`src/rtl/sys_defs.sv`:
```
// Shared sizing constants for the rename free list.
package sys_defs;

  localparam int PR_NUM   = 64;                  // physical registers
  localparam int AR_NUM   = 32;                  // architectural registers
  localparam int PR_W     = 7;                   // physical tag width
  localparam int FL_DEPTH = PR_NUM - AR_NUM;     // free list entries
  localparam int FL_PTR_W = $clog2(FL_DEPTH);    // head/tail pointer width
  localparam int FL_CNT_W = FL_PTR_W + 1;        // occupancy 0..FL_DEPTH
  localparam int SS_WIDTH = 2;                   // dispatch/retire width

endpackage

```
`src/rtl/fl_ptr_inc.sv`:
```
// Modulo-FL_DEPTH pointer adder: ptr_o = (ptr_i + inc_i) mod FL_DEPTH, inc_i in 0..2.
module fl_ptr_inc
  import sys_defs::*;
(
  input  logic [FL_PTR_W-1:0] ptr_i,
  input  logic [1:0]          inc_i,
  output logic [FL_PTR_W-1:0] ptr_o
);

  logic [FL_PTR_W:0] sum;

  // One-step wrap is enough because ptr_i < FL_DEPTH and inc_i <= 2.
  always_comb begin
    sum = {1'b0, ptr_i} + {{(FL_PTR_W-1){1'b0}}, inc_i};
    if (sum >= (FL_PTR_W+1)'(FL_DEPTH)) begin
      ptr_o = sum[FL_PTR_W-1:0] - FL_PTR_W'(FL_DEPTH);
    end else begin
      ptr_o = sum[FL_PTR_W-1:0];
    end
  end

endmodule

```
`src/rtl/free_list.sv`:
```
// Physical-register free list: 2-wide circular FIFO of free tags.
// Retired T_old tags are enqueued from the ROB; dispatch reads the two head
// tags and reports how many it consumed. Outputs depend on registered state only.
// Optional build macro FL_CHECK_EN adds a sticky protocol-error flag (fl_err);
// without it fl_err is tied low. Clamp/drop behaviour is the same in both builds.
module free_list
  import sys_defs::*;
(
  input  logic            clock,
  input  logic            reset,
  input  logic [PR_W-1:0] fl_retire_tag_a,
  input  logic [PR_W-1:0] fl_retire_tag_b,
  input  logic [1:0]      fl_retire_num,
  input  logic [1:0]      rs_mt_fl_dispatch_num,
  output logic [PR_W-1:0] fl_pr0,
  output logic [PR_W-1:0] fl_pr1,
  output logic [1:0]      fl_avail,
  output logic            fl_err
);

  logic [PR_W-1:0]     mem_q [FL_DEPTH];
  logic [FL_PTR_W-1:0] head_q, head_d, head_p1;
  logic [FL_PTR_W-1:0] tail_q, tail_d, tail_p1;
  logic [FL_CNT_W-1:0] count_q, count_d;
  logic [1:0]          disp_req, ret_req, deq, enq;
  logic                overflow;

  // Clamp requests, limit dequeue to occupancy, drop an enqueue that would overfill.
  always_comb begin
    disp_req = (rs_mt_fl_dispatch_num == 2'd3) ? 2'd2 : rs_mt_fl_dispatch_num;
    ret_req  = (fl_retire_num == 2'd3) ? 2'd2 : fl_retire_num;
    deq      = (FL_CNT_W'(disp_req) > count_q) ? count_q[1:0] : disp_req;
    overflow = (count_q - FL_CNT_W'(deq) + FL_CNT_W'(ret_req)) > FL_CNT_W'(FL_DEPTH);
    enq      = overflow ? 2'd0 : ret_req;
    count_d  = count_q - FL_CNT_W'(deq) + FL_CNT_W'(enq);
  end

  fl_ptr_inc u_head_nxt (.ptr_i(head_q), .inc_i(deq),  .ptr_o(head_d));
  fl_ptr_inc u_tail_nxt (.ptr_i(tail_q), .inc_i(enq),  .ptr_o(tail_d));
  fl_ptr_inc u_head_p1  (.ptr_i(head_q), .inc_i(2'd1), .ptr_o(head_p1));
  fl_ptr_inc u_tail_p1  (.ptr_i(tail_q), .inc_i(2'd1), .ptr_o(tail_p1));

  // Storage and pointers; reset image holds every non-architectural tag.
  always_ff @(posedge clock or posedge reset) begin
    if (reset) begin
      for (int i = 0; i < FL_DEPTH; i++) begin
        mem_q[i] <= PR_W'(AR_NUM + i);
      end
      head_q  <= '0;
      tail_q  <= '0;
      count_q <= FL_CNT_W'(FL_DEPTH);
    end else begin
      if (enq != 2'd0) mem_q[tail_q]  <= fl_retire_tag_a;
      if (enq == 2'd2) mem_q[tail_p1] <= fl_retire_tag_b;
      head_q  <= head_d;
      tail_q  <= tail_d;
      count_q <= count_d;
    end
  end

  // Head tags are masked to 0 when not backed by a valid entry.
  always_comb begin
    fl_pr0   = (count_q >= FL_CNT_W'(1)) ? mem_q[head_q]  : '0;
    fl_pr1   = (count_q >= FL_CNT_W'(2)) ? mem_q[head_p1] : '0;
    fl_avail = (count_q >= FL_CNT_W'(2)) ? 2'd2 : count_q[1:0];
  end

`ifdef FL_CHECK_EN
  logic err_q;
  logic under_req, bad_num;

  // Raw (unclamped) request values are checked so an encoding of 3 is caught.
  always_comb begin
    under_req = FL_CNT_W'(rs_mt_fl_dispatch_num) > count_q;
    bad_num   = (rs_mt_fl_dispatch_num == 2'd3) || (fl_retire_num == 2'd3);
  end

  // Sticky error flag, cleared only by reset.
  always_ff @(posedge clock or posedge reset) begin
    if (reset) begin
      err_q <= 1'b0;
    end else if (under_req || overflow || bad_num) begin
      err_q <= 1'b1;
`ifndef SYNTHESIS
      $display("[free_list] t=%0t protocol error: under=%0b over=%0b bad_num=%0b",
               $time, under_req, overflow, bad_num);
`endif
    end
  end

  assign fl_err = err_q;
`else
  assign fl_err = 1'b0;
`endif

endmodule

```
`config.mk`:
```
export PLATFORM = sky130hd
export DESIGN_NAME = free_list
export DESIGN_NICKNAME = d
export VERILOG_FILES = /design/src/rtl/sys_defs.sv /design/src/rtl/fl_ptr_inc.sv /design/src/rtl/free_list.sv
export SDC_FILE = /design/constraint.sdc
export NUM_CORES = 1
export LEC_CHECK = 0
export BUFFER_PORTS_ARGS = -buffer_cell sky130_fd_sc_hd__buf_4
export CAP_MARGIN = 20
export CORE_MARGIN = 5
export CORE_UTILIZATION = 52
export DETAILED_ROUTE_END_ITERATION = 6
export PLACE_DENSITY = 0.72
export SYNTH_ARGS = -nofsm -noshare
export SYNTH_HDL_FRONTEND = slang
export SYNTH_SLANG_ARGS = --single-unit
```
`constraint.sdc`:
```
create_clock -name clock -period 9.1 [get_ports clock]
set_clock_uncertainty 0.2 [all_clocks]
set_input_delay 0.91 -clock clock [delete_from_list [all_inputs] [get_ports clock]]
set_output_delay 0.91 -clock clock [all_outputs]
set_load 0.005 [all_outputs]
```
# After elaboration in Yosys (flattened, before gate mapping)
# Cells that the tools add are included.
classes:
  add_sub_neg: 7
  magnitude_cmp: 10
  n_eq_ne: 3
  muxes: 21
  bitwise: 4
  reduce_logical: 3
ops:
  columns: ["cell", "count"]
  rows:
  - ["$bwmux 224", 2]
  - ["$mux 224", 2]
  - ["$bmux 7 s5", 2]
  - ["$demux 7 s5", 2]
  - ["$mux 7", 8]
  - ["$ge 6x6->1 const B", 4]
  - ["$not 5->6", 4]
  - ["$add 6x2->6", 2]
  - ["$lt 6x1->1 const B", 2]
  - ["$add 5x1->5 const B", 2]
  - ["$add 5x2->5", 2]
  - ["$mux 2", 5]
  - ["$eq 2x2->1 const B", 3]
  - ["$ge 6x1->1 const B", 1]
  - ["$ge 6x2->1 const B", 1]
  - ["$gt 2x6->1", 1]
  - ["$gt 6x6->1 const B", 1]
  - ["$sub 6x2->6", 1]
  - ["$logic_and 1x1->1", 2]
  - ["$reduce_bool 2->1", 1]
totals:
  reg_bits: 240

# Longest topological paths before layout
logic_depth:
  ltp_word: 12
  depth_mapped: 25
  depth_no_buf: 23

# Hierarchy
# From an unflattened synthesis, not the netlist that was laid out.
unflattened:
  cells_unflattened: 1704
  hier_area_um2: 17023.8
by_module_without_submodules:
  columns: ["module", "instances", "cells_each", "area_per_inst_um2", "seq_area_each_um2"]
  rows:
  - ["free_list", 1, 1644, 16553.4, 6147.1]
  - ["fl_ptr_inc", 4, 15, 117.6, 0.0]

# Worst setup path before layout
# No wires, ideal clock.
synth_path:
  path_type: "in2reg"
  startpoint: "in rs_mt_fl_dispatch_num[1]"
  endpoint: "reg count_q[4]"
  arrival_time_ns: 5.696
  required_ns: 8.773
  path_slack_ns: 3.077
  stages: 22
  path_cell_list: "nand2b_1 ha_1 a21oi_1 nand2_1 mux2i_1 ha_1 fa_1 inv_1 ha_1 a21oi_1 or2_2 a2111oi_2 o31ai_2 nand2_1 buf_2 buf_1 and2_1 ha_1 inv_1 fa_1 or3_1 xnor2_1"
synth_via:
  elab_chain_cells: 9
synth_rtl:
  columns: ["element", "line", "text"]
  rows:
  - ["start: declaration", "free_list.sv:14", "input logic [1:0] rs_mt_fl_dispatch_num,"]
  - ["$eq 2x2->1", "free_list.sv:30", "disp_req = (rs_mt_fl_dispatch_num == 2'd3) ? 2'd2 : rs_mt_fl_dispatch_num;"]
  - ["$mux 2 (*)", "free_list.sv:30", null]
  - ["$gt 2x6->1", "free_list.sv:32", "deq = (FL_CNT_W'(disp_req) > count_q) ? count_q[1:0] : disp_req;"]
  - ["$mux 2 (*)", "free_list.sv:32", null]
  - ["$sub 6x2->6 (*)", "free_list.sv:33, free_list.sv:35", null]
  - ["$add 6x2->6", "free_list.sv:33", "overflow = (count_q - FL_CNT_W'(deq) + FL_CNT_W'(ret_req)) > FL_CNT_W'(FL_DEPTH);"]
  - ["$gt 6x6->1", "free_list.sv:33", null]
  - ["$mux 2", "free_list.sv:34", "enq = overflow ? 2'd0 : ret_req;"]
  - ["$add 6x2->6 (*)", "free_list.sv:35", "count_d = count_q - FL_CNT_W'(deq) + FL_CNT_W'(enq);"]
  - ["named net count_d[4]", "free_list.sv:24", "logic [FL_CNT_W-1:0] count_q, count_d;"]
  - ["end signal: assignment", "free_list.sv:51", "count_q <= FL_CNT_W'(FL_DEPTH);"]
  - ["end signal: assignment", "free_list.sv:57", "count_q <= count_d;"]
  - ["end: declaration", "free_list.sv:24", null]
# Mark *: on every way through the listed nets, which the timed path passes. The rest lies on a longest branch.

# Worst setup path after layout
layout_path:
  startpoint: "in rs_mt_fl_dispatch_num[1]"
  endpoint: "reg mem_q[93] in the netlist's numbering"
layout_via:
  elab_chain_cells: 12
  elab_cells_between_ends: 13
  cone_classes: "add/sub (2); order compare (2); eq/ne (2); mux (6); reduce/logical (1)"
layout_rtl:
  columns: ["element", "line", "text"]
  rows:
  - ["$eq 2x2->1", "free_list.sv:30", null]
  - ["$mux 2 (*)", "free_list.sv:30", null]
  - ["$gt 2x6->1", "free_list.sv:32", null]
  - ["$mux 2 (*)", "free_list.sv:32", null]
  - ["$sub 6x2->6 (*)", "free_list.sv:33", null]
  - ["$add 6x2->6 (*)", "free_list.sv:33", null]
  - ["$gt 6x6->1 (*)", "free_list.sv:33", null]
  - ["$mux 2 (*)", "free_list.sv:34", null]
  - ["$reduce_bool 2->1", "free_list.sv:53", "if (enq != 2'd0) mem_q[tail_q] <= fl_retire_tag_a;"]
  - ["$mux 224", "free_list.sv:53", null]
  - ["$bwmux 224", "free_list.sv:54", "if (enq == 2'd2) mem_q[tail_p1] <= fl_retire_tag_b;"]
  - ["$mux 224 (*)", "free_list.sv:54", null]
  - ["end signal: indexed assignment", "free_list.sv:47", "mem_q[i] <= PR_W'(AR_NUM + i);"]
  - ["end signal: indexed assignment", "free_list.sv:53", null]
  - ["end signal: indexed assignment", "free_list.sv:54", null]
  - ["end: declaration", "free_list.sv:21", "logic [PR_W-1:0] mem_q [FL_DEPTH];"]
# Mark *: on every way between the ends. The rest lies on a longest branch, timed or not.

==> run_results.csv <==
group,metric,value,unit
global_route,antenna_found_initial,0,
finish,nNetsFinal,1574,
setup_path,cp_data_arrival_time,6.19,ns
detailed_routing,wl_met2,26.1,mm
synthesis,yosys.area_share.simple,12.1,%
finish,area_growth,7.94,%
setup_path,reg2reg_slack,3.20,ns
setup_path,crit_type,"primary input to flip-flop",
finish,final_util,56.4,%
clock_tree,cts-htree-levels,1,
clock_tree,cts_buffer_depth,3,
synthesis,syn_nets,1654,
synthesis,synth_area,0.0164,mm2
setup_path,reg2reg_to,"mem_q[93]",
detailed_routing,drtIter0Drc,2841,
clock_tree,clk_pin_slew_worst_paths,0.06,ns
setup_path,reg2reg_from,"count_q[2]",
pwr,power.density,473,mW/mm2
finish,drive_above_1_share,26.1,%
detailed_routing,vias,14900,
synthesis,synthMostInstantiatedCell,"nor2_1",
detailed_routing,detail-route-antenna-nets,0,
global_route,grt-ovfl-total,0,
synthesis,syn_avg_cell_area,10.2,um2
detailed_routing,drc,0,
synthesis,yosysSeqAreaShare,37.5,%
finish,multi_input_area,0.00947,mm2
clock_tree,cts_resized,0,
clock_tree,cts_buffers,28,
detailed_routing,wl,61.8,mm
global_route,grt_use_total,34.6,%
detailed_routing,wl_met1,20.7,mm
die,start_util,52.3,%
outcome,status,"finished, final reports clean",
clock_tree,cts-root-buf,"clkbuf_16",
sta,finalCritPeriodShare,65.1,%
min_path,min_path_type,"primary input to async pin",
finish,antenna_cells,0,
synthesis,yosysWarnings,0,
setup_path,worst_setup_path_start_kind,"primary input",
sta,setup_violations,0,
placement,port-buffer-count,35,
sta,rsz0062_at_grt,"false",
synthesis,synth.area.mux_share,24.0,%
clock_tree,cts_sinks,240,
detailed_routing,met3_wirelength,9.91,mm
placement,placed_area,0.0167,mm2
global_route,grt_start_max_net_pins,122,
pwr,leakage,6.91,nW
global_route,first_global_vias,14400,
detailed_routing,viasPerCell,7.59,
finish,fill_cells,2589,
sta,fin_tns_setup,0,ns
global_route,grt_pass1_wl,93.2,mm
clock_tree,clk_latency,0.56,ns
synthesis,synth_top_family_by_area,"multiplexers",
die,std_cell_rows,65,
clock_tree,hold_buffers,0,
synthesis,synth_top_cell_by_area,"dfrtp_1",
die,die-area,0.0352,mm2
clock_tree,cts_tree,"built",
setup_path,reg2reg_depth,15,
synthesis,synth_adder_area_share,1.60,%
sta,worst_slew_margin_rel,14.0,%
sta,max_freq,0.169,GHz
sta,finalHoldViolations,0,
placement,gp_congestion,1.02,
finish,fin_area,0.0177,mm2
pwr,ir_drop,0.000310,V
placement,place_hpwl,38.7,mm
detailed_routing,highest_layer,"met5",
setup_path,crit_fanout,28,
setup_path,cp-end-kind,"flip-flop",
synthesis,synth_compound_area_share,18.6,%
synthesis,synth_area_leaders,"dfrtp_1 (19%), mux4_2 (19%), dfstp_2 (18%), nor2_1 (6.0%), a31oi_1 (5.1%)",
clock_tree,cts_setup_buffers,0,
synthesis,synthCells,1616,
die,die_h,188,um
detailed_routing,wire_per_inst,31.6,um
die,die_w,188,um
sta,drv_slew,0,
detailed_routing,drtPass1Iterations,6,
setup_path,cp_data_required_time,9.37,ns
synthesis,synth_xor_area_share,1.11,%
run,max_cap_violations,0,
sta,period_minus_slack,5.92,ns
die,core-area,0.0314,mm2
synthesis,synth_flop_cell,"dfrtp_1",
die,pin_count,37,
synthesis,synthDistinctLibCells,57,
synthesis,ys_async_sr_fraction,100,%
synthesis,synth_edf_count,0,
synthesis,ys_top_cells_by_count,"nor2_1 (262), mux4_2 (140), a31oi_1 (133), dfrtp_1 (127), clkbuf_1 (118)",
sta,hold_slack,0.307,ns
synthesis,synth_top_area_share,19.4,%
synthesis,ys_seq_elements,240,
finish,register_area,0.00615,mm2
sta,worst_pin_slew,1.29,ns
worst max-delay path, cell delays in order:
cell and delay, ns:
buf_4 0.12, nand2b_1 0.16, ha_1 0.28, a21oi_1 0.14
nand2_1 0.11, mux2i_1 0.16, ha_1 0.23, fa_1 0.56
inv_1 0.10, ha_1 0.29, a21oi_1 0.07, or2_2 0.32
a211oi_4 0.36, xor2_4 0.84, o211a_1 1.12, a221oi_1 0.18
a21oi_1 0.20
worst max path at each step:
stage            endpoint  slack [ns]                      from  cells past startpoint
2_1_floorplan  count_q[0]        1.59                     reset                      1
3_3_place_gp   mem_q[163]        2.94  rs_mt_fl_dispatch_num[1]                     17
3_5_place_dp    mem_q[93]        2.88  rs_mt_fl_dispatch_num[1]                     17
4_1_cts         mem_q[93]        3.39  rs_mt_fl_dispatch_num[1]                     17
5_1_grt        mem_q[191]        2.99                count_q[2]                     15
6_report        mem_q[93]        3.18  rs_mt_fl_dispatch_num[1]                     17
state kept, by name, indices dropped and copies added, names as in the netlist:
name     cells
mem_q      224
tail_q       5
head_q       5
count_q      6
logic make-up (layout without fill, tap and decap cells):
family | Yosys count | in the layout
flops | 240 | 240
buf+inv | 197 | 139
other cells | 1 | 1
xor+xnor | 20 | 20
compound gates | 450 | 450
mux | 219 | 219
fa+ha+maj | 18 | 18
simple gates | 471 | 471
cell type report:
class / count / area share, %
clock inverter: 11 / 0.749
tap: 402 / 2.84
multi-input combinational: 1179 / 53.4
inverter: 19 / 0.445
clock buffer: 41 / 4.92
timing repair buffer: 68 / 2.88
sequential: 240 / 34.7
where the power goes:
group | total, W | internal, W | switching, W
clock | 0.00123 | 0.000744 | 0.000486
sequential | 0.00230 | 0.00174 | 0.000567
combinational | 0.00485 | 0.00202 | 0.00283
routing by layer:
metal | up-vias | global-route usage [%]
met4 | 2 | 20.7
met1 | 7136 | 44.6
li1 | 5965 | -
met2 | 1403 | 50.3
met5 | - | 1.37
met3 | 362 | 12.5
per-stage QoR:
| stage | setup WS (ns) | std cells | power, W |
|---|---|---|---|
| floorplan | 1.59 | 1616 | 0.00535 |
| global placement | 2.94 | 1905 | 0.00679 |
| detailed placement | 2.88 | 1905 | 0.00689 |
| CTS | 3.39 | 1957 | 0.00813 |
| global route | 2.99 | 1960 | 0.00865 |
| finish | 3.18 | 1960 | 0.00839 |
cell usage in the layout (no fill, tap or decap), types with 6 or more instances in the layout:
master	netlist	routed
mux4_2	140	140
a21oi_1	81	81
clkinv_2	0	7
nor2_1	262	262
a32oi_1	14	14
a31oi_1	133	133
buf_4	13	67
ha_1	13	12
and2_1	10	10
nand3_1	53	53
nand2_1	112	111
o31ai_1	64	64
xor2_1	7	6
a22oi_1	7	7
a221oi_1	21	21
inv_1	19	18
dfstp_2	113	113
o21ai_1	20	20
mux2i_1	78	78
xnor2_1	12	11
clkbuf_8	0	10
o21ai_0	43	43
clkbuf_16	0	29
o41ai_1	35	35
nor2b_1	7	7
dfrtp_1	127	124
Note: power is estimated with default switching activity, not from simulation.
